<file path="src/rtl/lm70_spi_responder.sv">
// LM70-style SPI slave: returns a 16-bit temperature (or ID) word on SIO,
// then captures a 16-bit command that enters or leaves shutdown.
module lm70_spi_responder #(
    parameter int          SYNC_STAGES = 2,
    parameter logic [15:0] ID_WORD     = 16'h800F
) (
    input  logic               clk,
    input  logic               rst_n,
    input  logic               cs_n,
    input  logic               sck,
    input  logic               sio_in,
    output logic               sio_out,
    output logic               sio_oe,
    input  logic signed [10:0] temp_in,
    input  logic               temp_load,
    output logic               shutdown,
    output logic [15:0]        cmd_word,
    output logic               cmd_valid,
    output logic               frame_done
);

    typedef enum logic [1:0] {IDLE, READ, WRITE, DONE} state_t;

    state_t                   state, state_nxt;
    logic [SYNC_STAGES-1:0]   cs_sync, sck_sync, sio_sync;
    logic                     cs_d, sck_d;
    logic                     cs_s, sck_s, sio_s;
    logic                     cs_fall, cs_rise, sck_rise, sck_fall;
    logic                     last_bit, frame_end;
    logic [3:0]               bit_cnt;
    logic signed [10:0]       temp_reg, temp_pend;
    logic                     pend_vld;
    logic [15:0]              tx_sr, rx_sr, rx_next;

    function automatic logic [15:0] fmt_read_word(input logic signed [10:0] t,
                                                  input logic sd);
        return sd ? ID_WORD : {t, 3'b111, 2'b00};
    endfunction

    // Synchronizers start at 0 so a CS already low at reset release never
    // looks like a fresh falling edge.
    always_ff @(posedge clk or negedge rst_n) begin
        if (!rst_n) begin
            cs_sync  <= '0;
            sck_sync <= '0;
            sio_sync <= '0;
            cs_d     <= 1'b0;
            sck_d    <= 1'b0;
        end else begin
            cs_sync  <= {cs_sync[SYNC_STAGES-2:0], cs_n};
            sck_sync <= {sck_sync[SYNC_STAGES-2:0], sck};
            sio_sync <= {sio_sync[SYNC_STAGES-2:0], sio_in};
            cs_d     <= cs_s;
            sck_d    <= sck_s;
        end
    end

    assign cs_s      = cs_sync[SYNC_STAGES-1];
    assign sck_s     = sck_sync[SYNC_STAGES-1];
    assign sio_s     = sio_sync[SYNC_STAGES-1];
    assign cs_fall   = cs_d & ~cs_s;
    assign cs_rise   = ~cs_d & cs_s;
    assign sck_rise  = ~sck_d & sck_s;
    assign sck_fall  = sck_d & ~sck_s;
    assign last_bit  = (bit_cnt == 4'd15);
    assign frame_end = (state != IDLE) && cs_rise;
    assign rx_next   = {rx_sr[14:0], sio_s};

    always_ff @(posedge clk or negedge rst_n) begin
        if (!rst_n) state <= IDLE;
        else        state <= state_nxt;
    end

    always_comb begin
        state_nxt = state;
        case (state)
            IDLE:    if (cs_fall) state_nxt = READ;
            READ:    if (cs_rise) state_nxt = IDLE;
                     else if (sck_fall && last_bit) state_nxt = WRITE;
            WRITE:   if (cs_rise) state_nxt = IDLE;
                     else if (sck_rise && last_bit) state_nxt = DONE;
            DONE:    if (cs_rise) state_nxt = IDLE;
            default: state_nxt = IDLE;
        endcase
    end

    always_ff @(posedge clk or negedge rst_n) begin
        if (!rst_n) begin
            sio_out    <= 1'b0;
            sio_oe     <= 1'b0;
            shutdown   <= 1'b0;
            cmd_word   <= '0;
            cmd_valid  <= 1'b0;
            frame_done <= 1'b0;
            temp_reg   <= '0;
            pend_vld   <= 1'b0;
            bit_cnt    <= '0;
        end else begin
            cmd_valid  <= 1'b0;
            frame_done <= 1'b0;
            if (temp_load) begin
                if (state == IDLE) temp_reg <= temp_in;
                else               pend_vld <= 1'b1;
            end
            if (frame_end) begin
                sio_oe     <= 1'b0;
                frame_done <= 1'b1;
                pend_vld   <= 1'b0;
                if (temp_load)     temp_reg <= temp_in;
                else if (pend_vld) temp_reg <= temp_pend;
            end else begin
                case (state)
                    IDLE: if (cs_fall) begin
                        sio_out <= fmt_read_word(temp_reg, shutdown) >> 15;
                        sio_oe  <= 1'b1;
                        bit_cnt <= '0;
                    end
                    READ: if (sck_fall) begin
                        if (last_bit) begin
                            sio_oe  <= 1'b0;
                            bit_cnt <= '0;
                        end else begin
                            sio_out <= tx_sr[14];
                            bit_cnt <= bit_cnt + 4'd1;
                        end
                    end
                    WRITE: if (sck_rise) begin
                        bit_cnt <= bit_cnt + 4'd1;
                        if (last_bit) begin
                            cmd_word  <= rx_next;
                            cmd_valid <= 1'b1;
                            if (rx_next[7:0] == 8'hFF)      shutdown <= 1'b1;
                            else if (rx_next[7:0] == 8'h00) shutdown <= 1'b0;
                        end
                    end
                    default: sio_oe <= 1'b0;
                endcase
            end
        end
    end

    // Shift registers and the pending temperature are pure data, qualified
    // by the control state above, so they carry no reset.
    always_ff @(posedge clk) begin
        if (temp_load && state != IDLE) temp_pend <= temp_in;
        if (state == IDLE && cs_fall)
            tx_sr <= fmt_read_word(temp_reg, shutdown);
        else if (state == READ && sck_fall && !cs_rise)
            tx_sr <= {tx_sr[14:0], 1'b0};
        if (state == IDLE && cs_fall)
            rx_sr <= '0;
        else if (state == WRITE && sck_rise && !cs_rise)
            rx_sr <= rx_next;
    end

endmodule

</file>
<file path="config.mk">
export PLATFORM = sky130hd
export DESIGN_NAME = lm70_spi_responder
export DESIGN_NICKNAME = d
export VERILOG_FILES = /design/src/rtl/lm70_spi_responder.sv
export SDC_FILE = /design/constraint.sdc
export NUM_CORES = 1
export LEC_CHECK = 0
export BUFFER_PORTS_ARGS = -buffer_cell sky130_fd_sc_hd__clkbuf_2
export CAP_MARGIN = 20
export CORE_MARGIN = 5
export CORE_UTILIZATION = 53
export CTS_CLUSTER_SIZE = 24
export DETAILED_ROUTE_END_ITERATION = 8
export GPL_ROUTABILITY_DRIVEN = 0
export PLACE_DENSITY_LB_ADDON = 0.05
export SYNTH_ARGS = -nofsm -noshare
export SYNTH_HDL_FRONTEND = slang
export SYNTH_SLANG_ARGS = --single-unit
</file>
<file path="constraint.sdc">
create_clock -name clk -period 6.68 [get_ports clk]
set_input_delay 1.336 -clock clk [delete_from_list [all_inputs] [get_ports clk]]
set_output_delay 1.336 -clock clk [all_outputs]
set_load 0.05 [all_outputs]
</file>
# Yosys cells after proc, flatten, opt, wreduce, memory -nomap -nowiden
# Cells that the tools add are included.
[totals]
register_bits = 88
[classes]
n_addsub = 1
n_eq_ne = 17
muxes = 39
n_bitwise = 9
reduce_logical = 25
[op_table]
columns = ["operator", "count"]
rows = [
  ["11-bit two-way mux", 5],
  ["15-bit two-way mux", 2],
  ["1-bit two-way mux", 17],
  ["16-bit two-way mux", 1],
  ["4-bit two-way mux", 4],
  ["3-bit != test (second input constant)", 5],
  ["5-bit AND reduction", 3],
  ["2-bit != test (second input constant)", 7],
  ["2-bit two-way mux", 6],
  ["4-bit one-hot mux with 3 select lines", 1],
  ["4-bit AND reduction", 3],
  ["2-bit nonzero test", 5],
  ["1-bit logical AND", 9],
  ["8-bit equality test (second input constant)", 1],
  ["8-bit logical NOT", 1],
  ["2-bit one-hot mux with 4 select lines", 1],
  ["1-bit NOT", 5],
  ["4-bit by 1-bit adder with 4-bit output (second input constant)", 1],
  ["1-bit bitwise AND", 4],
  ["2-bit equality test (second input constant)", 2],
  ["4-bit equality test (second input constant)", 1],
  ["1-bit one-hot mux with 3 select lines", 1],
  ["3-bit nonzero test", 1],
  ["2-bit by 1-bit equality test with 1-bit output (second input constant)", 1],
  ["4 further kinds", 4],
]

# Logic depth before layout (Yosys ltp)
[depth]
ltp_word = 6
mapped_depth = 10

# Least setup slack after synthesis
# OpenSTA, ideal clock, no wires.
[synth_timing]
kind = "in2reg"
start = "input temp_load"
end = "register temp_reg[0]"
setup_ns = 0.133
t_arrival_ns = 2.178
path_slack_ns = 4.369
path_stages = 4
n_path_buf = 0
path_cell_list = "nand2_1 mux2_2 a22oi_1 o21ai_0"
[synth_between]
elab_chain_len = 4
[synth_lines]
columns = ["item", "line", "text"]
rows = [
  ["start, declared", "15", "input logic temp_load,"],
  ["11-bit two-way mux", "101", "if (temp_load) begin"],
  ["11-bit two-way mux", "110", "else if (pend_vld) temp_reg <= temp_pend;"],
  ["11-bit two-way mux", "109", "if (temp_load) temp_reg <= temp_in;"],
  ["11-bit two-way mux *", "105", "if (frame_end) begin"],
  ["end signal, assigned", "102", "if (state == IDLE) temp_reg <= temp_in;"],
  ["end signal, assigned", "109", ""],
  ["end signal, assigned", "110", ""],
  ["end, declared", "31", "logic signed [10:0] temp_reg, temp_pend;"],
]
# Every way passes the cells marked *; elsewhere a longest branch is shown, timed or not.
# A chain may end at the register's enable or synchronous reset.

# Worst setup path after layout
[layout_timing]
start = "register state[0]"
end = "register shutdown"
[layout_between]
elab_chain_len = 4
[layout_lines]
columns = ["item", "line", "text"]
rows = [
  ["start, declared", "24", "state_t state, state_nxt;"],
  ["start signal, assigned", "71", "else state <= state_nxt;"],
  ["2-bit nonzero test", "66", "assign frame_end = (state != IDLE) && cs_rise;"],
  ["1-bit logical AND", "66", ""],
  ["1-bit NOT (no source line)", "--", ""],
  ["5-bit AND reduction (no source line) *", "--", ""],
  ["end signal, assigned", "91", "shutdown <= 1'b0;"],
  ["end signal, assigned", "132", "if (rx_next[7:0] == 8'hFF) shutdown <= 1'b1;"],
  ["end signal, assigned", "133", "else if (rx_next[7:0] == 8'h00) shutdown <= 1'b0;"],
  ["end, declared", "16", "output logic shutdown,"],
]
# Marks and branches as above.

==> metrics.md <==
| Metric | Value |
|---|---|
| Pre-antenna DRT Iters | 4 |
| Arrival @ worst endpoint | 3.18 ns |
| CP Buf/Inv Count | 2 |
| CP cell instances | inv_1 -> ha_1 -> or3b_1 -> inv_2 -> nor3_4 -> nand3_1 -> a22o_1 |
| CTS clk-pin slew, worst paths | 0.09 ns |
| H-tree levels | 3 |
| Distinct cells, synth | 46 |
| Vias in the first global route | 2536 |
| IO Pins | 38 |
| DR iter-0 viols | around 160 |
| Worst VDD drop | 0.152 mV |
| Syn Area/Cell | 11.1 um^2 |
| Clock Latency Late Sink | ~0.35 ns |
| Die width | 95.7 um |
| Post-DP HPWL | 5180 um |
| Worst setup SP type | register |
| Final WL | between 7000 and 8000 um |
| Routed length per instance | around 16 um |
| Top_reg_cell synth | dfrtp_1 |
| Fraction of layout cells with a size suffix above 1 | 23.1% |
| N_diodes | 0 |
| Via density | 5.45 |
| Worst path depth | 7 |
| Tot Pwr | between 0.001 and 0.0015 W |
| Cell family with most CP delay | simple AND/OR/NAND/NOR gates |
| PostCTS Resize Cnt | 0 |
| Crit path from | state[0] |
| Post-route setup TNS | 0 ns |
| Critical Path Max Stage Delay | 0.76 ns |
| CTS buffer count | 9 |
| Crit share post-route | 44.0% |
| Cells after synthesis | 349 |
| R2R cell count | 7 |
| Critical Path End Type | register |
| Hold_buf cts | 0 |
| Core ar. | just over 7000 um^2 |
| Synth Register Bits | 88 |
| GRT overflow | 0 |
| Regs by FF count | cmd_word x16, rx_sr x15, tx_sr x15 |
| Clock Sinks | 88 |
| EDFF count, synth | 26 |
| Hold WS | 0.359 ns |
| # setup viols final | 0 |
| Final layout net count | 403 |
| Pwr/cell area | 344 nW/um^2 |
| Seq/Total Area, Yosys | 58.0% |
| Largest Register | cmd_word |
| Root buf cell | clkbuf_8 |
| # DRC | 0 |
| Post-synth net total | 372 |
| Type of the tightest min-delay check | reg -> reg |
| Slew HR | 32.6% |
| Initial antenna violation count | 0 |
| Post-layout minimum cycle time | 2.94 ns |
| R2R Path Start | state[0] |
| CP Class | reg -> reg |
| Area of the multi-input gates | 1520 um^2 |
| Maximum buffer depth of the clock tree | 2 |
| Slowest CP cell | nor3_4 |
| Final slew viol count | 0 |
| Row count | 31 |
| Final core area utilization | 60.4% |
| Final Hold Viols | 0 |
| CTS tree | done |
| Die height | roughly 96 um |
| Critical register-to-register path endpoint | shutdown |
| Hold depth | 0 |
| Async SR Flop Fraction | a little over half |
| Worst-path fanout max | 19 |
| Pin count of the biggest net entering global routing | 48 |
| End of the worst hold path | cs_sync[1] |
| Post-CTS Setup Bufs | 0 |
| Reg area | 2260 um^2 |
| Max reg flops | 16 |
| Leakage | 1.90 nW |
| Clock Skews | 0.00850 ns |
| PortBufs | 37 |
| First-pass GRT wire length | 12700 um |
| Synth warn | 0 |
| DIE AREA | 9150 um^2 |
| Min-delay src | cs_sync[0] |
| GRT Util Overall | roughly 18% |
| Critical Path RT | 6.92 ns |
| Status | finished clean |
| RSZ-0062 raised after global routing | false |
| Max Cap Viol | 0 |
| Fill count | 623 |
| Reg2reg setup slack | about 3.7 ns |
| Layout area overhead | 12.0% |
| Mapped Area | 3890 um^2 |
| Starting Density | 53.9% |
| Measured slew at the worst slew-check pin | 1.01 ns |
| Antenna viol nets, final | 0 |
| Via count | 2637 |
| Max frequency | ~0.34 GHz |
==> layout make-up <==
type / count / share of cell area (%)
flip-flops and latches: 88 / 51.8
multi-input cells: 236 / 34.8
repair buffers: 38 / 4.42
clock buffers: 11 / 3.99
well taps: 99 / 2.84
clock inverters: 5 / 1.52
inverters: 7 / 0.603
==> per-layer routing <==
layer  wire length [um]  GRT usage, %
met5                  0             0
met4                 60          8.18
met3                304          3.31
met2               3250          23.9
met1               4040          28.6
==> cells in the final DEF (no fill, tap or decap), types with 2 or more instances in the layout <==
master     synthesis  final
nand2_1           57     57
dfrtp_1           47     47
clkbuf_2           0     37
a21oi_1           29     29
mux2_2            27     27
edfxtp_1          26     26
o21ai_0           18     18
dfxtp_1           15     15
nand3b_1          12     12
and3_1            12     12
a22oi_1           11     11
nor2_1            10     10
clkbuf_8           0      9
nand2b_1           7      7
inv_1              6      6
nand3_1            6      6
ha_1               6      6
nor2b_1            5      5
nor4_1             3      3
o31ai_1            3      3
o211ai_1           3      3
a21o_1             2      2
a22o_1             2      2
nand4_1            2      2
or3_1              2      2
o21a_1             2      2
inv_6              0      2
clkbuf_16          0      2
==> worst reg2reg max path: cells and delay by family (launching register included) <==
kind / cells / cell delay (ns)
and+or+nand+nor: 3 / 1.48
DFF: 1 / 0.42
buffers and inverters: 2 / 0.34
AOI/OAI and AO/OA: 1 / 0.23
adders and majority gates: 1 / 0.36
==> synthesized netlist by cell type, drive strengths merged (10+ instances only) <==
master  instances  share of area (%)
a21oi          29                3.7
dfxtp          15                7.7
dfrtp          47                 30
edfxtp         26                 20
nand2          57                5.5
a22oi          11                2.1
and3           12                1.9
nor2           10               0.97
o21ai          18                2.3
nand3b         12                2.3
mux2           28                8.2
clkbuf         12                1.2
==> how the worst max path moves through the flow <==
stage                        to  slack [ns]
floorplan           temp_reg[0]        4.37
global placement    cmd_word[3]        3.84
detailed placement  cmd_word[3]        3.72
CTS                    shutdown        3.73
global route           shutdown        3.54
finish                 shutdown        3.74
==> power by group <==
part	internal (W)	switching (W)
combinational	0.000153	0.000219
clock	0.000224	0.000199
sequential	0.000651	0.0000497
total	0.00103	0.000469
==> through the flow <==
step | instances | setup slack [ns] | instance area [um^2]
global placement | 468 | 3.84 | 4120
global route | 484 | 3.54 | 4360
CTS | 484 | 3.73 | 4360
finish | 484 | 3.74 | 4360
detailed placement | 468 | 3.72 | 4120
floorplan | 349 | 4.37 | 3890
==> cells by family after synthesis <==
family,after synthesis,synth area share (%)
simple gates,125,16.7
mux,28,8.20
buf+inv,25,2.99
fa+ha+maj,6,1.93
compound gates,77,12.1
flops,88,58.0
Power figures use the tool's default switching activity.
